--- src/rtl/riscv_pkg.sv ---
// Shared RV32 opcode constants and hazard-sequencer state encoding.
// Also used by the immediate generator, control unit and forwarding unit.
package riscv_pkg;

  localparam logic [6:0] OP_RTYPE  = 7'h33;
  localparam logic [6:0] OP_ITYPE  = 7'h13;
  localparam logic [6:0] OP_LOAD   = 7'h03;
  localparam logic [6:0] OP_STORE  = 7'h23;
  localparam logic [6:0] OP_BRANCH = 7'h63;
  localparam logic [6:0] OP_JALR   = 7'h67;
  localparam logic [6:0] OP_JAL    = 7'h6F;
  localparam logic [6:0] OP_LUI    = 7'h37;

  typedef enum logic {
    HZ_RUN      = 1'b0,
    HZ_LU_STALL = 1'b1
  } hz_state_e;

endpackage

--- src/rtl/hazard_src_decode.sv ---
// Maps an opcode to the source registers it actually reads.
// Kept separate so the forwarding unit can reuse it.
module hazard_src_decode
  import riscv_pkg::*;
(
  input  logic [6:0] op_i,
  output logic       uses_rs1_o,
  output logic       uses_rs2_o
);

  always_comb begin
    uses_rs1_o = 1'b0;
    uses_rs2_o = 1'b0;
    case (op_i)
      OP_RTYPE, OP_STORE, OP_BRANCH: begin
        uses_rs1_o = 1'b1;
        uses_rs2_o = 1'b1;
      end
      OP_ITYPE, OP_LOAD, OP_JALR: uses_rs1_o = 1'b1;
      default: ;
    endcase
  end

endmodule

--- src/rtl/hazard_sequencer.sv ---
// Schedules IF/ID and ID/EX around load-use hazards, EX redirects and memory stalls.
// Define HAZARD_PERF_EN to build the saturating stall/flush performance counters.
module hazard_sequencer
  import riscv_pkg::*;
#(
  parameter int LOAD_USE_STALLS = 1,
  parameter int CNT_W           = 32
) (
  input  logic             clk,
  input  logic             reset,
  input  logic [6:0]       id_op_i,
  input  logic [4:0]       id_rs1_i,
  input  logic [4:0]       id_rs2_i,
  input  logic             ex_mem_read_i,
  input  logic [4:0]       ex_rd_i,
  input  logic             ex_redirect_i,
  input  logic             mem_stall_i,
  output logic             pc_write_o,
  output logic             if_id_write_o,
  output logic             if_id_flush_o,
  output logic             id_ex_flush_o,
  output logic             hz_state_o,
  output logic [CNT_W-1:0] stall_cnt_o,
  output logic [CNT_W-1:0] flush_cnt_o
);

  if (LOAD_USE_STALLS < 1 || LOAD_USE_STALLS > 7) begin : g_bad_param
    $error("LOAD_USE_STALLS must be in 1..7");
  end

  hz_state_e  state_q, state_d;
  logic [2:0] bub_cnt_q, bub_cnt_d;
  logic       uses_rs1, uses_rs2;
  logic       lu_hit;

  hazard_src_decode u_src_decode (
    .op_i       (id_op_i),
    .uses_rs1_o (uses_rs1),
    .uses_rs2_o (uses_rs2)
  );

  assign lu_hit = ex_mem_read_i && (ex_rd_i != 5'd0) &&
                  ((uses_rs1 && (id_rs1_i == ex_rd_i)) ||
                   (uses_rs2 && (id_rs2_i == ex_rd_i)));

  always_ff @(posedge clk or negedge reset) begin
    if (!reset) begin
      state_q   <= HZ_RUN;
      bub_cnt_q <= 3'd0;
    end else begin
      state_q   <= state_d;
      bub_cnt_q <= bub_cnt_d;
    end
  end

  // A redirect out of LU_STALL is a protocol violation; recover to a clean RUN.
  always_comb begin
    state_d   = state_q;
    bub_cnt_d = bub_cnt_q;
    if (!mem_stall_i) begin
      if (ex_redirect_i) begin
        state_d   = HZ_RUN;
        bub_cnt_d = 3'd0;
      end else if (state_q == HZ_LU_STALL) begin
        if (bub_cnt_q == 3'd1) begin
          state_d   = HZ_RUN;
          bub_cnt_d = 3'd0;
        end else begin
          bub_cnt_d = bub_cnt_q - 3'd1;
        end
      end else if (lu_hit && (LOAD_USE_STALLS > 1)) begin
        state_d   = HZ_LU_STALL;
        bub_cnt_d = 3'(LOAD_USE_STALLS - 1);
      end
    end
  end

  always_comb begin
    pc_write_o    = 1'b1;
    if_id_write_o = 1'b1;
    if_id_flush_o = 1'b0;
    id_ex_flush_o = 1'b0;
    if (!reset) begin
      pc_write_o    = 1'b0;
      if_id_write_o = 1'b0;
      if_id_flush_o = 1'b1;
      id_ex_flush_o = 1'b1;
    end else if (mem_stall_i) begin
      pc_write_o    = 1'b0;
      if_id_write_o = 1'b0;
    end else if (ex_redirect_i) begin
      if_id_flush_o = 1'b1;
      id_ex_flush_o = 1'b1;
    end else if ((state_q == HZ_LU_STALL) || lu_hit) begin
      pc_write_o    = 1'b0;
      if_id_write_o = 1'b0;
      id_ex_flush_o = 1'b1;
    end
  end

  assign hz_state_o = state_q;

`ifdef HAZARD_PERF_EN
  logic             stall_evt, flush_evt;
  logic [CNT_W-1:0] stall_cnt_q, stall_cnt_d;
  logic [CNT_W-1:0] flush_cnt_q, flush_cnt_d;

  assign stall_evt = !mem_stall_i && !ex_redirect_i && ((state_q == HZ_LU_STALL) || lu_hit);
  assign flush_evt = !mem_stall_i && ex_redirect_i;

  always_comb begin
    stall_cnt_d = stall_cnt_q;
    flush_cnt_d = flush_cnt_q;
    if (stall_evt && (stall_cnt_q != '1)) stall_cnt_d = stall_cnt_q + CNT_W'(1);
    if (flush_evt && (flush_cnt_q != '1)) flush_cnt_d = flush_cnt_q + CNT_W'(1);
  end

  always_ff @(posedge clk or negedge reset) begin
    if (!reset) begin
      stall_cnt_q <= '0;
      flush_cnt_q <= '0;
    end else begin
      stall_cnt_q <= stall_cnt_d;
      flush_cnt_q <= flush_cnt_d;
    end
  end

  assign stall_cnt_o = stall_cnt_q;
  assign flush_cnt_o = flush_cnt_q;
`else
  assign stall_cnt_o = '0;
  assign flush_cnt_o = '0;
`endif

endmodule

--- config.mk ---
export PLATFORM = sky130hd
export DESIGN_NAME = hazard_sequencer
export DESIGN_NICKNAME = d
export VERILOG_FILES = /design/src/rtl/riscv_pkg.sv /design/src/rtl/hazard_src_decode.sv /design/src/rtl/hazard_sequencer.sv
export SDC_FILE = /design/constraint.sdc
export NUM_CORES = 1
export LEC_CHECK = 0
export BUFFER_PORTS_ARGS = -buffer_cell sky130_fd_sc_hd__buf_2
export CELL_PAD_IN_SITES_DETAIL_PLACEMENT = 0
export CELL_PAD_IN_SITES_GLOBAL_PLACEMENT = 2
export CORE_UTILIZATION = 15
export CTS_BUF_LIST = sky130_fd_sc_hd__clkbuf_16
export CTS_CLUSTER_SIZE = 12
export DETAILED_ROUTE_END_ITERATION = 16
export GPL_TIMING_DRIVEN = 0
export PLACE_DENSITY_LB_ADDON = 0.05
export SLEW_MARGIN = 10
export SYNTH_ARGS = -nofsm -noshare
export SYNTH_HDL_FRONTEND = slang
export SYNTH_HIERARCHICAL = 1
export SYNTH_SLANG_ARGS = --single-unit
--- constraint.sdc ---
create_clock -name clk -period 1.2 [get_ports clk]
set_input_delay 0 -clock clk [delete_from_list [all_inputs] [get_ports clk]]
set_output_delay 0 -clock clk [all_outputs]
set_load 0.01 [all_outputs]
==> results of run 1 <==
[what timing repair did]
item / in CTS / in global routing
endpoints found under the setup margin: 4 / 5
resized for setup: 12 / 8
pin swaps: 9 / 5
buffers inserted: 2 / 0
hold endpoints to repair: 4 / 0
hold buffers: 1 / 0
[final timing paths]
kind | start | to | cells past startpoint
min reg2reg | bub_cnt_q[1] | bub_cnt_q[1] | 2
max in group asynchronous | reset | bub_cnt_q[1] | 2
max | id_rs1_i[3] | pc_write_o | 7
min | ex_redirect_i | bub_cnt_q[2] | 2
min in group asynchronous | reset | bub_cnt_q[2] | 2
max reg2reg | bub_cnt_q[0] | bub_cnt_q[1] | 4
[synth_stat cells (all sizes together), types with 3 or more instances]
master and count:
o21ai 5, inv 5, buf 65, a21oi 3
nor4 3, dfrtp 4, nand2 4, xor2 8
[per-layer routing]
metal / vias up / wire (um) / track usage (%)
met5: - / 0 / 0
met2: 60 / 942 / 11.0
met4: 0 / 31 / 2.68
met3: 5 / 394 / 3.48
li1: 456 / - / -
met1: 335 / 722 / 5.86
[per-stage QoR]
stage	cells	hold slack (ns)
floorplan	181	-0.296
global placement	287	-0.174
detailed placement	287	-0.175
CTS	293	0.0661
global route	293	0.0996
finish	293	0.0683
[worst register-to-register path: stages, from the launching register on]
cell and delay (ns):
dfrtp_1 0.36, inv_1 0.05, ha_1 0.28, o32a_1 0.32, o22ai_1 0.10
[sequential cells by signal, summed over array words and instances, names as in the netlist]
name	cells
hz_state_o	1
bub_cnt_q	3
[layout make-up]
class | instances | area (um2)
Fill cell | 670 | 4380
Clock buffer | 3 | 75.1
Tap cell | 75 | 93.8
Sequential cell | 4 | 100
Buffer | 65 | 488
Multi-Input combinational cell | 107 | 612
Inverter | 5 | 18.8
Timing Repair Buffer | 34 | 224
[cells by family after synthesis]
| family | Yosys count | share of synthesized area, % |
|---|---|---|
| buffers and inverters | 70 | 54.0 |
| and+or+nand+nor | 16 | 11.7 |
| AOI/OAI and AO/OA | 15 | 11.2 |
| xor gates and xnor gates | 10 | 9.33 |
| DFF | 4 | 10.7 |
| adders and majority gates | 2 | 2.67 |
| other | 1 | 0.400 |
[power by group through the flow]
| stage | Combinational, W | Clock (W) | Sequential (W) |
|---|---|---|---|
| 3_3_place_gp | 0.000402 | 0 | 0.000155 |
| 3_5_place_dp | 0.000405 | 0 | 0.000155 |
| 2_1_floorplan | 0.000320 | 0 | 0.000154 |
| 4_1_cts | 0.000427 | 0.000530 | 0.000155 |
| 5_1_grt | 0.000490 | 0.000536 | 0.000157 |
| 6_report | 0.000442 | 0.000525 | 0.000156 |
[cell usage in the layout (no fill, tap or decap), types with 2 or more instances in the layout]
master,count
xor2_1,7
nor4_2,2
o21ai_1,2
and2_1,2
buf_4,67
conb_1,64
nor2b_1,2
o21ai_0,3
a21oi_1,3
clkbuf_16,3
dfrtp_1,4
xnor2_1,2
buf_2,24
buf_6,7
inv_1,4
nand2_1,3
==> flow_metrics.tcl, run 1 <==
set metrics [dict create \
    cp.arrival_ns 1.33 \
    initial_core_util_pct 15.7 \
    gp_congestion 0.650 \
    hpwl_um 1870 \
    ys_top_cells_by_area "buf_4 52%, dfrtp_1 11%, xor2_1 7.5%, ha_1 2.7%, o21ai_0 2.7%" \
    io_pins 96 \
    hold_class "in2reg" \
    path_clk_slew_ns 0.03 \
    place_area_mm2 0.00142 \
    max-vdd-ir-drop_mv 0.704 \
    hold_viol 0 \
    numCtsBuffers 3 \
    rsz0062_at_grt "true" \
    finalSetupTns_ns -0.166 \
    fin_ws_ns -0.133 \
    async_flop_share_pct 100 \
    grt_pass1_vias 772 \
    synth-main-ff-cell "dfrtp_1" \
    via_per_inst 2.92 \
    crit_buf_inv 3 \
    clockPowerShare_pct 46.7 \
    syn_avg_cell_area_um2 7.95 \
    power_switching_w 0.000315 \
    cts_tree "done" \
    dr.pass1.iters 4 \
    netlist_area_um2 938 \
    period_needed_ns 1.33 \
    drtIter0Drc 26 \
    num_vias 856 \
    cts-root-buf "clkbuf_16" \
    antenna_cells 0 \
    fmax_mhz 750 \
    crit_type "in2out" \
    synth_edf_count 0 \
    core_area_mm2 0.00599 \
    reg2reg_setup_slack_ns 0 \
    cp_top_family "compound AO/OA/AOI/OAI gates" \
    fin_nets 249 \
    skew_ns 0.000508 \
    clock_latency_ns 0.23 \
    die_y_um 81.1 \
    crit_fanout 2 \
    grtUsageTotal_pct 6.22 \
    grt_max_degree 9 \
    critPathLaunchType "primary input" \
    die_x_um 81.1 \
    synth_cell_types 26 \
    fin_area_mm2 0.00161 \
    fin_util_pct 26.9 \
    yosysTopAreaCellShare_pct 52.0 \
    combPwrFrac_pct 39.4 \
    portBuffers 31 \
    ant_nets 0 \
    yosysWarnings 6 \
    wl_um 2090 \
    cpMostUsedCell "buf_6" \
    htree_levels 1 \
    maxSlewViolCount 0 \
    max-clock-path-buffers 2 \
    cp-end-kind "primary output" \
    num_rows 28 \
    yosysSeqAreaShare_pct 10.7 \
    seqPwrFrac_pct 13.9 \
    wl_per_cell_um 7.14 \
    status "finished with violations" \
    dp_slack_ns -0.248 \
    grt_pass1_wl_um 3180 \
    ys_ff_latch 4 \
    syn2layout_area_growth_pct 71.7 \
    critical-path-max-stage-delay_ns 0.37 \
    dieArea_mm2 0.00658 \
    setup_viol 2 \
    powerDensity_mw_per_mm2 697 \
    grt.overflow.total 0 \
    synth_cells 118 \
    synth_area_leader_cell "buf_4" \
    leakagePower_nw 0.943 \
    antenna_found_initial 0 \
    violations "setup timing" \
    max_cap_violations 0 \
    intPower_w 0.000808 \
    sw_frac_of_total_pct 28.1 \
    drive_above_1_share_pct 50.9 \
    slowest_stage "o311a_1" \
    finalPower_w 0.00112 \
    crit_required_ns 1.20 \
    cp_cell_sequence "buf_6 -> xor2_1 -> nor4_2 -> a32oi_2 -> o311a_1 -> buf_4 -> buf_6" \
    remaining_drc_errors 0 \
    clkSinkCount 4 \
    period_share_pct 111 \
]
Power figures use the tool's default switching activity.
==> run 2: changes to the inputs <==
--- a/config.mk
+++ b/config.mk
@@ -14,6 +14,7 @@
 export DETAILED_ROUTE_END_ITERATION = 16
 export GPL_TIMING_DRIVEN = 0
 export PLACE_DENSITY_LB_ADDON = 0.05
+export SETUP_SLACK_MARGIN = 0.1
 export SLEW_MARGIN = 10
 export SYNTH_ARGS = -nofsm -noshare
 export SYNTH_HDL_FRONTEND = slang
==> flow_metrics.tcl, run 2 (same netlist as run 1, synthesis figures left out) <==
set metrics [dict create \
    finalPower_w 0.00115 \
    place_area_mm2 0.00143 \
    period_share_pct 114 \
    violations "setup timing" \
    portBuffers 31 \
    crit_required_ns 1.20 \
    critical-path-max-stage-delay_ns 0.38 \
    combPwrFrac_pct 40.9 \
    crit_type "in2out" \
    cts_tree "done" \
    intPower_w 0.000818 \
    core_area_mm2 0.00599 \
    fin_nets 251 \
    die_y_um 81.1 \
    antenna_found_initial 0 \
    fin_cells 295 \
    dr.pass1.iters 4 \
    leakagePower_nw 0.950 \
    cpMostUsedCell "buf_6" \
    wl_per_cell_um 7.61 \
    slowest_stage "o311a_1" \
    wl_um 2250 \
    regMostFlops "bub_cnt_q" \
    cp_top_family "compound AO/OA/AOI/OAI gates" \
    drtIter0Drc 16 \
    antenna_cells 0 \
    hold_class "in2reg" \
    rsz0062_at_grt "true" \
    num_rows 28 \
    dieArea_mm2 0.00658 \
    critPathLaunchType "primary input" \
    path_clk_slew_ns 0.03 \
    via_per_inst 2.98 \
    drive_above_1_share_pct 54.1 \
    max-clock-path-buffers 2 \
    maxSlewViolCount 0 \
    gp_congestion 0.635 \
    final_common_cell "buf_4" \
    grt_pass1_vias 684 \
    seqPwrFrac_pct 13.8 \
    max_cap_violations 0 \
    num_vias 879 \
    syn2layout_area_growth_pct 76.5 \
    clock_latency_ns 0.22 \
    hpwl_um 1980 \
    cp_cell_sequence "buf_6 -> xor2_2 -> nor4_2 -> a32oi_2 -> o311a_1 -> buf_4 -> buf_6" \
    max-vdd-ir-drop_mv 0.359 \
    grtUsageTotal_pct 6.20 \
    powerDensity_mw_per_mm2 692 \
    fmax_mhz 731 \
    hold_viol 0 \
    initial_core_util_pct 15.7 \
    crit_buf_inv 3 \
    clkSinkCount 4 \
    ant_nets 0 \
    power_switching_w 0.000327 \
    clockPowerShare_pct 45.3 \
    io_pins 96 \
    setup_viol 4 \
    remaining_drc_errors 0 \
    crit_fanout 2 \
    htree_levels 1 \
    timing.hold.ws_ns 0.0715 \
    skew_ns 0.00102 \
    status "finished with violations" \
    final_cell_mix "70 x buf_4, 64 x conb_1, 26 x buf_2" \
    grt_max_degree 9 \
    reg2reg_setup_slack_ns -0.06 \
    die_x_um 81.1 \
    largest_reg_flops 3 \
    sw_frac_of_total_pct 28.6 \
    fin_ws_ns -0.168 \
    dpl.cell_count 287 \
    fin_area_mm2 0.00166 \
    grt_pass1_wl_um 3160 \
    grt.overflow.total 0 \
    cp.arrival_ns 1.37 \
    numCtsBuffers 3 \
    period_needed_ns 1.37 \
    cp-end-kind "primary output" \
    cts-root-buf "clkbuf_16" \
]
-- run 2: power groups by stage --
| stage | clock (W) | sequential (W) | combinational [W] |
|---|---|---|---|
| global route | 0.000533 | 0.000159 | 0.000516 |
| floorplan | 0 | 0.000156 | 0.000321 |
| detailed placement | 0 | 0.000158 | 0.000407 |
| global placement | 0 | 0.000157 | 0.000404 |
| finish | 0.000519 | 0.000158 | 0.000469 |
| CTS | 0.000519 | 0.000158 | 0.000444 |
-- run 2: path summary, 6_finish.rpt --
check                               endpoint          start  depth (start not counted)
worst max-delay path              pc_write_o    id_rs1_i[1]                          7
worst min-delay path            bub_cnt_q[2]  ex_redirect_i                          2
worst max register to register  bub_cnt_q[1]   bub_cnt_q[0]                          4
worst min register to register  bub_cnt_q[2]   bub_cnt_q[2]                          2
max in group asynchronous       bub_cnt_q[0]          reset                          2
min in group asynchronous       bub_cnt_q[2]          reset                          2
-- run 2: timing repair --
item	in CTS	in global routing
pin swaps	7	8
hold buffers	1	0
setup endpoints to repair	6	6
endpoints found under the hold margin	4	0
setup buffers	3	1
gates cloned	0	0
resized for setup	15	9
-- run 2: worst reg2reg max path, cell delays in order (launching register included) --
cell     delay [ns]
dfrtp_2        0.43
ha_4           0.17
nor2b_4        0.12
o32a_1         0.35
o22ai_2        0.11
-- run 2: layout make-up --
cell class              count  area, um2
repair buffers             36        223
multi-input cells         107        657
inverters                   5       18.8
clock buffers               3       75.1
flip-flops and latches      4        101
fillers                   672       4330
well taps                  75       93.8
plain buffers              65        488
-- run 2: routing by layer --
| metal | track usage [%] | routed length [um] | up-vias |
|---|---|---|---|
| li1 | - | - | 460 |
| met1 | 7.21 | 826 | 366 |
| met2 | 10.0 | 1090 | 51 |
| met3 | 3.15 | 323 | 2 |
| met4 | 1.61 | 4 | 0 |
| met5 | 0 | 0 | - |
-- run 2: stage by stage --
| stage | TNS [ns] | util, % | worst slack [ns] |
|---|---|---|---|
| finish | -0.396 | 27.7 | -0.168 |
| global route | -0.750 | 27.7 | -0.265 |
| CTS | -0.536 | 26.9 | -0.227 |
| detailed placement | -0.602 | 23.9 | -0.288 |
| global placement | -0.536 | 23.9 | -0.286 |
| floorplan | 0 | - | 0.0310 |
